### src/rtl/bcm_plane_sequencer_if.sv
// rtl/bcm_plane_sequencer_if.sv - control and plane-loader handshake bundle for the BCM sequencer
interface bcm_plane_sequencer_if #(
  parameter int BRIGHT_W = 9,
  parameter int PIDX_W   = 2
);
  logic                in_start;
  logic                in_loop;
  logic                in_stop;
  logic [BRIGHT_W-1:0] in_brightness;
  logic                in_continue;
  logic [PIDX_W-1:0]   out_plane;
  logic                out_next_plane;
  logic                out_display;
  logic                out_busy;
  logic                out_frame_done;

  modport master (
    output in_start, in_loop, in_stop, in_brightness, in_continue,
    input  out_plane, out_next_plane, out_display, out_busy, out_frame_done
  );

  modport slave (
    input  in_start, in_loop, in_stop, in_brightness, in_continue,
    output out_plane, out_next_plane, out_display, out_busy, out_frame_done
  );
endinterface

### src/rtl/bcm_plane_sequencer.sv
// rtl/bcm_plane_sequencer.sv - binary-code-modulation plane timer with dimmed output-enable
module bcm_plane_sequencer #(
  parameter int PLANES          = 4,
  parameter int CYCLES_PER_TICK = 256,
  parameter int BRIGHT_W        = 9
) (
  input  logic                  clk,
  input  logic                  rst,
  bcm_plane_sequencer_if.slave  bus
);
  localparam int SLOT_MAX = CYCLES_PER_TICK << (PLANES - 1);
  localparam int TIMER_W  = (SLOT_MAX > 1) ? $clog2(SLOT_MAX) : 1;
  localparam int PIDX_W   = (PLANES > 1) ? $clog2(PLANES) : 1;
  // One spare bit so the longest slot length itself is representable in compares.
  localparam int CMP_W    = TIMER_W + 1;
  localparam logic [PIDX_W-1:0] LAST     = PIDX_W'(PLANES - 1);
  localparam logic [CMP_W-1:0]  CPT      = CMP_W'(CYCLES_PER_TICK);
  localparam logic [CMP_W-1:0]  LAST_END = CMP_W'(SLOT_MAX - 1);

  typedef enum logic [1:0] {IDLE, DISPLAY, WAIT} state_t;

  state_t              state, state_n;
  logic [TIMER_W-1:0]  timer, timer_n;
  logic [PIDX_W-1:0]   plane, plane_n;
  logic [CMP_W-1:0]    bright_l, bright_n, bright_clamp;
  logic [CMP_W-1:0]    slot_len, on_len;
  logic                stop_pend, stop_n;
  logic                req_q, req_n, done_q, done_n;
  logic                slot_end;

  always_comb begin
    bright_clamp = CPT;
    if (32'(bus.in_brightness) < 32'(CYCLES_PER_TICK))
      bright_clamp = CMP_W'(bus.in_brightness);
  end

  assign slot_len = CPT << plane;
  assign on_len   = (CPT - bright_l) << plane;
  assign slot_end = ({1'b0, timer} == slot_len - CMP_W'(1));

  always_ff @(posedge clk) begin
    if (rst) begin
      state     <= IDLE;
      timer     <= '0;
      plane     <= '0;
      bright_l  <= '0;
      stop_pend <= 1'b0;
      req_q     <= 1'b0;
      done_q    <= 1'b0;
    end else begin
      state     <= state_n;
      timer     <= timer_n;
      plane     <= plane_n;
      bright_l  <= bright_n;
      stop_pend <= stop_n;
      req_q     <= req_n;
      done_q    <= done_n;
    end
  end

  always_comb begin
    state_n  = state;
    timer_n  = timer;
    plane_n  = plane;
    bright_n = bright_l;
    stop_n   = stop_pend;
    req_n    = 1'b0;
    case (state)
      IDLE: begin
        if (bus.in_start) begin
          state_n  = DISPLAY;
          timer_n  = '0;
          plane_n  = '0;
          bright_n = bright_clamp;
          stop_n   = 1'b0;
        end
      end
      DISPLAY: begin
        stop_n  = stop_pend | bus.in_stop;
        timer_n = timer + TIMER_W'(1);
        if (slot_end) begin
          timer_n = '0;
          if (plane != LAST) begin
            plane_n = plane + PIDX_W'(1);
            req_n   = 1'b1;
            state_n = WAIT;
          end else if (bus.in_loop && !stop_pend && !bus.in_stop) begin
            plane_n  = '0;
            bright_n = bright_clamp;
            req_n    = 1'b1;
            state_n  = WAIT;
          end else begin
            state_n = IDLE;
            stop_n  = 1'b0;
          end
        end
      end
      WAIT: begin
        stop_n = stop_pend | bus.in_stop;
        if (bus.in_continue)
          state_n = DISPLAY;
      end
      default: state_n = IDLE;
    endcase
    // Look one cycle ahead so the pulse lands on the last display cycle of the frame.
    done_n = (state_n == DISPLAY) && (plane_n == LAST) && ({1'b0, timer_n} == LAST_END);
  end

  always_comb begin
    bus.out_busy    = (state != IDLE);
    bus.out_display = (state == DISPLAY) && ({1'b0, timer} < on_len);
  end

  assign bus.out_plane      = plane;
  assign bus.out_next_plane = req_q;
  assign bus.out_frame_done = done_q;
endmodule

### src/flat_wrapper.sv
// flat-port wrapper written by rule: the top's interface ports become plain ports
module bcm_plane_sequencer_flat 
#(
  parameter int PLANES          = 4,
  parameter int CYCLES_PER_TICK = 256,
  parameter int BRIGHT_W        = 9
)
  (clk, rst, bus_in_start, bus_in_loop, bus_in_stop, bus_in_brightness, bus_in_continue, bus_out_plane, bus_out_next_plane, bus_out_display, bus_out_busy, bus_out_frame_done);
  bcm_plane_sequencer_if #(.BRIGHT_W(BRIGHT_W), .PIDX_W(2)) bus_i ();
  input  logic clk;
  input  logic rst;
  input wire logic [$bits(bus_i.in_start)-1:0] bus_in_start;
  input wire logic [$bits(bus_i.in_loop)-1:0] bus_in_loop;
  input wire logic [$bits(bus_i.in_stop)-1:0] bus_in_stop;
  input wire logic [$bits(bus_i.in_brightness)-1:0] bus_in_brightness;
  input wire logic [$bits(bus_i.in_continue)-1:0] bus_in_continue;
  output wire logic [$bits(bus_i.out_plane)-1:0] bus_out_plane;
  output wire logic [$bits(bus_i.out_next_plane)-1:0] bus_out_next_plane;
  output wire logic [$bits(bus_i.out_display)-1:0] bus_out_display;
  output wire logic [$bits(bus_i.out_busy)-1:0] bus_out_busy;
  output wire logic [$bits(bus_i.out_frame_done)-1:0] bus_out_frame_done;
  assign bus_i.in_start = bus_in_start;
  assign bus_i.in_loop = bus_in_loop;
  assign bus_i.in_stop = bus_in_stop;
  assign bus_i.in_brightness = bus_in_brightness;
  assign bus_i.in_continue = bus_in_continue;
  assign bus_out_plane = bus_i.out_plane;
  assign bus_out_next_plane = bus_i.out_next_plane;
  assign bus_out_display = bus_i.out_display;
  assign bus_out_busy = bus_i.out_busy;
  assign bus_out_frame_done = bus_i.out_frame_done;
  bcm_plane_sequencer #(.PLANES(PLANES), .CYCLES_PER_TICK(CYCLES_PER_TICK), .BRIGHT_W(BRIGHT_W)) u_core (.clk(clk), .rst(rst), .bus(bus_i));
endmodule
### config.mk
export PLATFORM = sky130hd
export DESIGN_NAME = bcm_plane_sequencer_flat
export DESIGN_NICKNAME = d
export VERILOG_FILES = /design/src/rtl/bcm_plane_sequencer_if.sv /design/src/rtl/bcm_plane_sequencer.sv /design/src/flat_wrapper.sv
export SDC_FILE = /design/constraint.sdc
export NUM_CORES = 1
export LEC_CHECK = 0
export BUFFER_PORTS_ARGS = -buffer_cell sky130_fd_sc_hd__buf_2
export CORE_MARGIN = 3
export CORE_UTILIZATION = 35
export CTS_CLUSTER_SIZE = 28
export DETAILED_ROUTE_END_ITERATION = 16
export GPL_TIMING_DRIVEN = 0
export MAX_ROUTING_LAYER = met4
export PLACE_DENSITY = 0.56
export SETUP_SLACK_MARGIN = 0.2
export SYNTH_ARGS = -nofsm -noshare
export SYNTH_HDL_FRONTEND = slang
export SYNTH_SLANG_ARGS = --single-unit
### constraint.sdc
create_clock -name clk -period 2.5 [get_ports clk]
set_input_delay 0.125 -clock clk [delete_from_list [all_inputs] [get_ports clk]]
set_output_delay 0.125 -clock clk [all_outputs]
set_load 0.02 [all_outputs]
==> flow_summary.json, run 1 <==
{
  "max-clock-path-buffers": 2,
  "status": "finished with violations",
  "port_buffers": 20,
  "synth_warnings": 0,
  "ys_seq_elements": 27,
  "drive_gt1_share_pct": 33.79,
  "cp.required_ns": 2.38,
  "area_delta_synth_final_pct": 32.83,
  "die-area_um2": 7855,
  "skew_ns": 0.01099,
  "yosys.area_share.simple_pct": 26.75,
  "violations": "setup timing",
  "startpoint": "u_core.bright_l[3]",
  "setup.worst_path.start_class": "register",
  "insertion_delay_ns": 0.28,
  "dr.pass1.iters": 4,
  "tightest_slew_ns": 0.5741,
  "finalCritPeriodShare_pct": 127.4,
  "synth_top_family_by_area": "simple AND/OR/NAND/NOR gates",
  "cts.clk_slew.worst_paths_ns": 0.11,
  "finalHoldViolations": 0,
  "power.leakage_nw": 1.255,
  "ys.flop_type": "dfxtp_1",
  "synth_largest_area_cell": "dfxtp_1",
  "antenna_found_initial": 0,
  "synth_async_sr_flop_share_pct": 0,
  "endpoint_kind": "primary output",
  "avgSynthCellArea_um2": 7.587,
  "clock-sinks": 27,
  "vias": 2514,
  "synthAdderAreaFrac_pct": 10.99,
  "post-route-min-period_ns": 3.186,
  "synthTopCellsByArea": "dfxtp_1 23%, ha_1 11%, a21oi_1 5.4%, mux2i_1 5.0%, nand2_1 5.0%",
  "synth_top_area_share_pct": 22.62,
  "globalplace.congestion": 0.8453,
  "io-pin-count": 21,
  "syn_nets": 351,
  "viasPerCell": 5.701,
  "grt_usage_pct": 19.64,
  "cts_buffers": 3,
  "holdCritPathClass": "in2reg",
  "final-max-slew-violation-count": 0,
  "slew_headroom_pct": 61.72,
  "critical_path_arrival_ns": 3.06,
  "num_rows": 29,
  "wl_per_cell_um": 16.06,
  "core_um2": 6495,
  "grt.overflow.total": 0,
  "setup_viol": 1,
  "cp_max_fo": 5,
  "synthMuxAreaShare_pct": 5.969,
  "worstReg2RegStart": "u_core.bus.out_plane[0]",
  "dp_hpwl_mm": 4.921,
  "fp.dieW_um": 88.63,
  "drc": 0,
  "synth_xor_xnor_area_share_pct": 2.880,
  "cts.htree.levels": 1,
  "max_freq_ghz": 0.3139,
  "wl_mm": 7.084,
  "synth_edf_count": 0,
  "placedInstanceArea_um2": 2650,
  "synth_compound_area_share_pct": 25.29,
  "worstSetupPathType": "reg2out",
  "powerDensity_nw_per_um2": 361.2,
  "rsz0062_at_grt": "true",
  "rrSetupSlack_ns": 0.07,
  "synth-seq-area-share_pct": 22.62,
  "drv_cap": 0,
  "fp.dieH_um": 88.63,
  "layout.nets": 401,
  "utilization_pct": 48.87,
  "antenna_cells": 0,
  "syn-cell-area_um2": 2390,
  "setup_ws_ns": -0.6862,
  "yosysUniqueCellTypes": 61,
  "first_global_vias": 2379,
  "initial_core_util_pct": 36.79,
  "synth_cells": 315,
  "dr.first_iter.drc_count": 231,
  "peakVddDrop_v": 0.0002582,
  "grt_pass1_wl_mm": 11.86,
  "grt_max_degree": 16,
  "hold_start": "rst",
  "final_area_um2": 3174,
  "clock-root-buffer": "clkbuf_8",
  "ant_nets": 0,
  "cts_tree": "done"
}
==> flip-flops by register name, summed over array words and instances, names as in the netlist <==
name                       cells
u_core.state                   2
u_core.bus.out_plane           2
u_core.timer                  11
u_core.stop_pend               1
u_core.bright_l                9
u_core.bus.out_next_plane      1
u_core.bus.out_frame_done      1
==> repair_timing <==
| item | 4_1_cts | 5_1_grt |
|---|---|---|
| setup buffers | 17 | 8 |
| gates resized for setup | 47 | 26 |
| pin swaps | 22 | 16 |
| hold buffers | 0 | 0 |
| endpoints found under the hold margin | 0 | 0 |
| setup endpoints to repair | 20 | 15 |
==> through the flow <==
step	hold slack (ns)	instances	power, mW	TNS (ns)	setup WS [ns]
3_3_place_gp	0.3302	412	0.7841	-1.395	-0.6826
3_5_place_dp	0.3193	412	0.7863	-1.383	-0.7170
4_1_cts	0.01387	433	1.115	-0.7545	-0.7545
5_1_grt	0.009241	441	1.226	-0.8220	-0.8152
2_1_floorplan	0.2045	315	0.7082	-0.1848	-0.1848
6_report	0.01860	441	1.147	-0.6862	-0.6862
==> power breakdown <==
part / internal, mW / switching (mW) / leakage [nW]
Sequential: 0.440 / 0.0143 / 0.223
Clock: 0.112 / 0.153 / 0.0255
Combinational: 0.196 / 0.231 / 1.01
Total: 0.749 / 0.398 / 1.25
==> layer usage <==
| layer | track usage, % | vias to the layer above | share of wire, % |
|---|---|---|---|
| met2 | 30.03 | 72 | 45 |
| met1 | 27.65 | 1172 | 48 |
| li1 | - | 1258 | - |
| met4 | 4.396 | 0 | 1.6 |
| met3 | 2.328 | 12 | 5.1 |
| met5 | - | - | 0 |
==> path summary, 6_finish.rpt <==
path	to	depth (start not counted)
worst min-delay path	u_core.timer[2]	2
worst min register to register	u_core.bright_l[1]	2
worst max-delay path	bus_out_display	13
worst max register to register	u_core.bus.out_frame_done	10
==> critical path: stages, from the launching register on <==
cell	delay [ns]
dfxtp_2	0.33
buf_6	0.11
or4_4	0.55
or2_4	0.29
nor3b_4	0.21
xnor2_1	0.14
nor2_1	0.07
a211oi_2	0.16
a21oi_1	0.07
ha_2	0.22
a2111oi_4	0.31
o21ai_2	0.11
o311ai_4	0.07
buf_6	0.15
==> cell families after synthesis <==
family | count (synthesis)
simple gates | 123
flops | 27
compound gates | 93
xor+xnor | 7
mux | 14
fa+ha+maj | 21
buf+inv | 30
==> cell usage after synthesis (8+ instances only) <==
master and n:
dfxtp_1 27, nor2_1 28, o31ai_1 8, o21ai_0 21
nor3_1 13, nand2_1 32, clkbuf_1 9, a21oi_1 26
nand3_1 11, inv_1 10, mux2i_1 12, ha_1 21
nor2b_1 9
==> layout by cell type (no fill, tap or decap), types with 3 or more instances in the layout <==
cell type	instances
buf_2	22
o21ai_1	3
xor2_1	3
inv_2	3
clkbuf_8	3
ha_1	18
nor2b_1	9
nor3_1	8
inv_1	7
clkbuf_1	4
o21ai_0	17
a211oi_1	3
mux2i_1	11
a21oi_2	3
nand3_1	9
buf_6	8
a21oi_1	23
nor2_1	28
buf_4	23
dfxtp_1	19
nand2b_1	4
nor3b_1	5
nand2_2	3
a31oi_1	5
nand2_1	28
o31ai_1	6
a21o_1	4
nor3_2	4
o211ai_1	3
dfxtp_2	6
==> final cells by class <==
| cell class | count | area (um2) |
|---|---|---|
| Buffer | 18 | 128.9 |
| Multi-Input combinational cell | 258 | 1982 |
| Timing Repair Buffer | 45 | 312.8 |
| Sequential cell | 27 | 555.5 |
| Inverter | 12 | 52.55 |
| Fill cell | 630 | 3321 |
| Tap cell | 77 | 96.34 |
| Clock inverter | 1 | 5.005 |
| Clock buffer | 3 | 41.29 |
Power figures use the tool's default switching activity.
==> run 2, diff against run 1 <==
- CORE_UTILIZATION: 35 -> 40
- PLACE_DENSITY: 0.56 -> 0.62
==> run 2 against run 1 <==
- the run still ends with setup timing left
- clock skew decreased by 0.0047 ns
- die area fell by 12%
- sequential power barely moved
- critical path depth did not move
- sequential cell count stayed put
- largest cell class unchanged
==> flow_summary.json, run 2 (same netlist as run 1, synthesis figures left out) <==
{
  "intPower_uw": 737.7,
  "drv_cap": 0,
  "endpoint_kind": "primary output",
  "worstSetupPathType": "reg2out",
  "critical_path_arrival_ns": 3.09,
  "status": "finished with violations",
  "violations": "setup timing",
  "first_global_vias": 2281,
  "final-max-slew-violation-count": 0,
  "fp.dieW_um": 83.30,
  "die-area_um2": 6938,
  "port_buffers": 20,
  "cts.clk_slew.worst_paths_ns": 0.10,
  "clkPwrFrac_pct": 23.4,
  "cp.required_ns": 2.38,
  "layout.nets": 402,
  "insertion_delay_ns": 0.28,
  "cts_tree": "done",
  "drive_gt1_share_pct": 32.33,
  "powerDensity_nw_per_um2": 354.2,
  "utilization_pct": 56.33,
  "vias": 2488,
  "largest_registers": "u_core.timer (11), u_core.bright_l (9)",
  "final_area_um2": 3178,
  "viasPerCell": 5.693,
  "fp.dieH_um": 83.30,
  "power.leakage_nw": 1.275,
  "max-clock-path-buffers": 2,
  "largest-register": "u_core.timer",
  "area_delta_synth_final_pct": 32.98,
  "peakVddDrop_v": 0.0002096,
  "drc": 0,
  "seqPwrFrac_pct": 40.4,
  "max_freq_ghz": 0.3112,
  "cts_hold_buffers": 0,
  "dr.pass1.iters": 4,
  "wl_per_cell_um": 15.94,
  "placedInstanceArea_um2": 2644,
  "skew_ns": 0.006295,
  "clock-sinks": 27,
  "sw_frac_of_total_pct": 34.45,
  "initial_core_util_pct": 42.36,
  "holdCritPathClass": "in2reg",
  "grt.overflow.total": 0,
  "antenna_cells": 0,
  "largest_register_ff_count": 11,
  "dp_hpwl_mm": 4.785,
  "setup.worst_path.start_class": "register",
  "setup_viol": 1,
  "layout.cells.most_common": "nand2_1",
  "dr.first_iter.drc_count": 229,
  "cts_buffers": 3,
  "wl_mm": 6.967,
  "slew_headroom_pct": 55.19,
  "grt_pass1_wl_mm": 11.25,
  "grt_usage_pct": 20.11,
  "cts.htree.levels": 1,
  "post-route-min-period_ns": 3.213,
  "finalCritPeriodShare_pct": 128.5,
  "p_switching_uw": 387.8,
  "cp_max_fo": 4,
  "grt_max_degree": 15,
  "tns_ns": -0.7135,
  "rsz0062_at_grt": "true",
  "globalplace.congestion": 0.8879,
  "setup_ws_ns": -0.7135,
  "clock-root-buffer": "clkbuf_8",
  "finalHoldViolations": 0,
  "ant_nets": 0,
  "num_rows": 27,
  "power_frac_comb_pct": 36.2,
  "io-pin-count": 21,
  "antenna_found_initial": 0,
  "core_um2": 5642,
  "mostFrequentLayoutCells": "31 x nand2_1, 25 x nor2_1, 24 x buf_4",
  "tightest_slew_ns": 0.6707
}
## run 2: changes by cell type in the layout (fill, tap and decap cells not counted), moves of 3 or more
| cell | change |
|---|---|
| o21ai_2 | +4 |
| nand2_2 | -3 |
| nand2_1 | +3 |
| nor2_1 | -3 |
## run 2: power by group through the flow
stage                     Sequential (mW)  Combinational (mW)  Clock [mW]
after CTS                           0.453               0.374       0.267
after floorplan                     0.460               0.248           0
after detailed placement            0.464               0.319           0
final                               0.455               0.408       0.263
after global routing                0.456               0.448       0.286
after global placement              0.463               0.319           0
## run 2: per-layer routing
layer | up-vias | routed length, um | GRT usage [%]
met5 | - | 0 | -
met4 | 0 | 55 | 4.012
met3 | 5 | 391 | 2.480
met2 | 60 | 3139 | 30.03
met1 | 1168 | 3381 | 29.13
li1 | 1255 | - | -
## run 2: layout make-up
class	instances	area [um2]
flip-flops and latches	27	555.5
well taps	72	90.09
repair buffers	46	329.1
inverters	12	58.81
clock buffers	4	45.04
plain buffers	18	131.4
multi-input cells	258	1968
fillers	522	2464
## run 2: path summary, 6_finish.rpt
path / from / end / slack, ns / depth (start not counted)
worst max-delay path: u_core.bright_l[3] / bus_out_display / -0.71 / 13
worst min-delay path: rst / u_core.timer[2] / 0.02 / 2
worst max register to register: u_core.bus.out_plane[1] / u_core.bus.out_frame_done / 0.11 / 11
worst min register to register: u_core.bright_l[1] / u_core.bright_l[1] / 0.53 / 2
## run 2: through the flow
stage,instances,hold slack [ns],setup WS (ns),power [mW]
final,437,0.02479,-0.7135,1.126
after global routing,437,0.03401,-0.8245,1.191
after CTS,431,0.02418,-0.7399,1.094
after detailed placement,407,0.3215,-0.6924,0.7829
after global placement,407,0.3195,-0.6866,0.7822
after floorplan,315,0.2045,-0.1848,0.7082
## run 2: worst max-delay path: stages, from the launching register on
cell and delay [ns]:
dfxtp_2 0.33, buf_6 0.11, or4_4 0.55, or2_4 0.26
nor3b_4 0.21, xnor2_1 0.16, nor2_1 0.07, a211oi_1 0.20
a21oi_1 0.08, ha_2 0.33, o21ai_1 0.06, o21ai_2 0.19
o311ai_4 0.11, buf_6 0.15
## run 2: what timing repair did
item,4_1_cts,5_1_grt
pin swaps,15,12
setup endpoints to repair,17,14
endpoints found under the hold margin,0,0
cloned,0,0
resized for setup,43,26
setup buffers,20,6
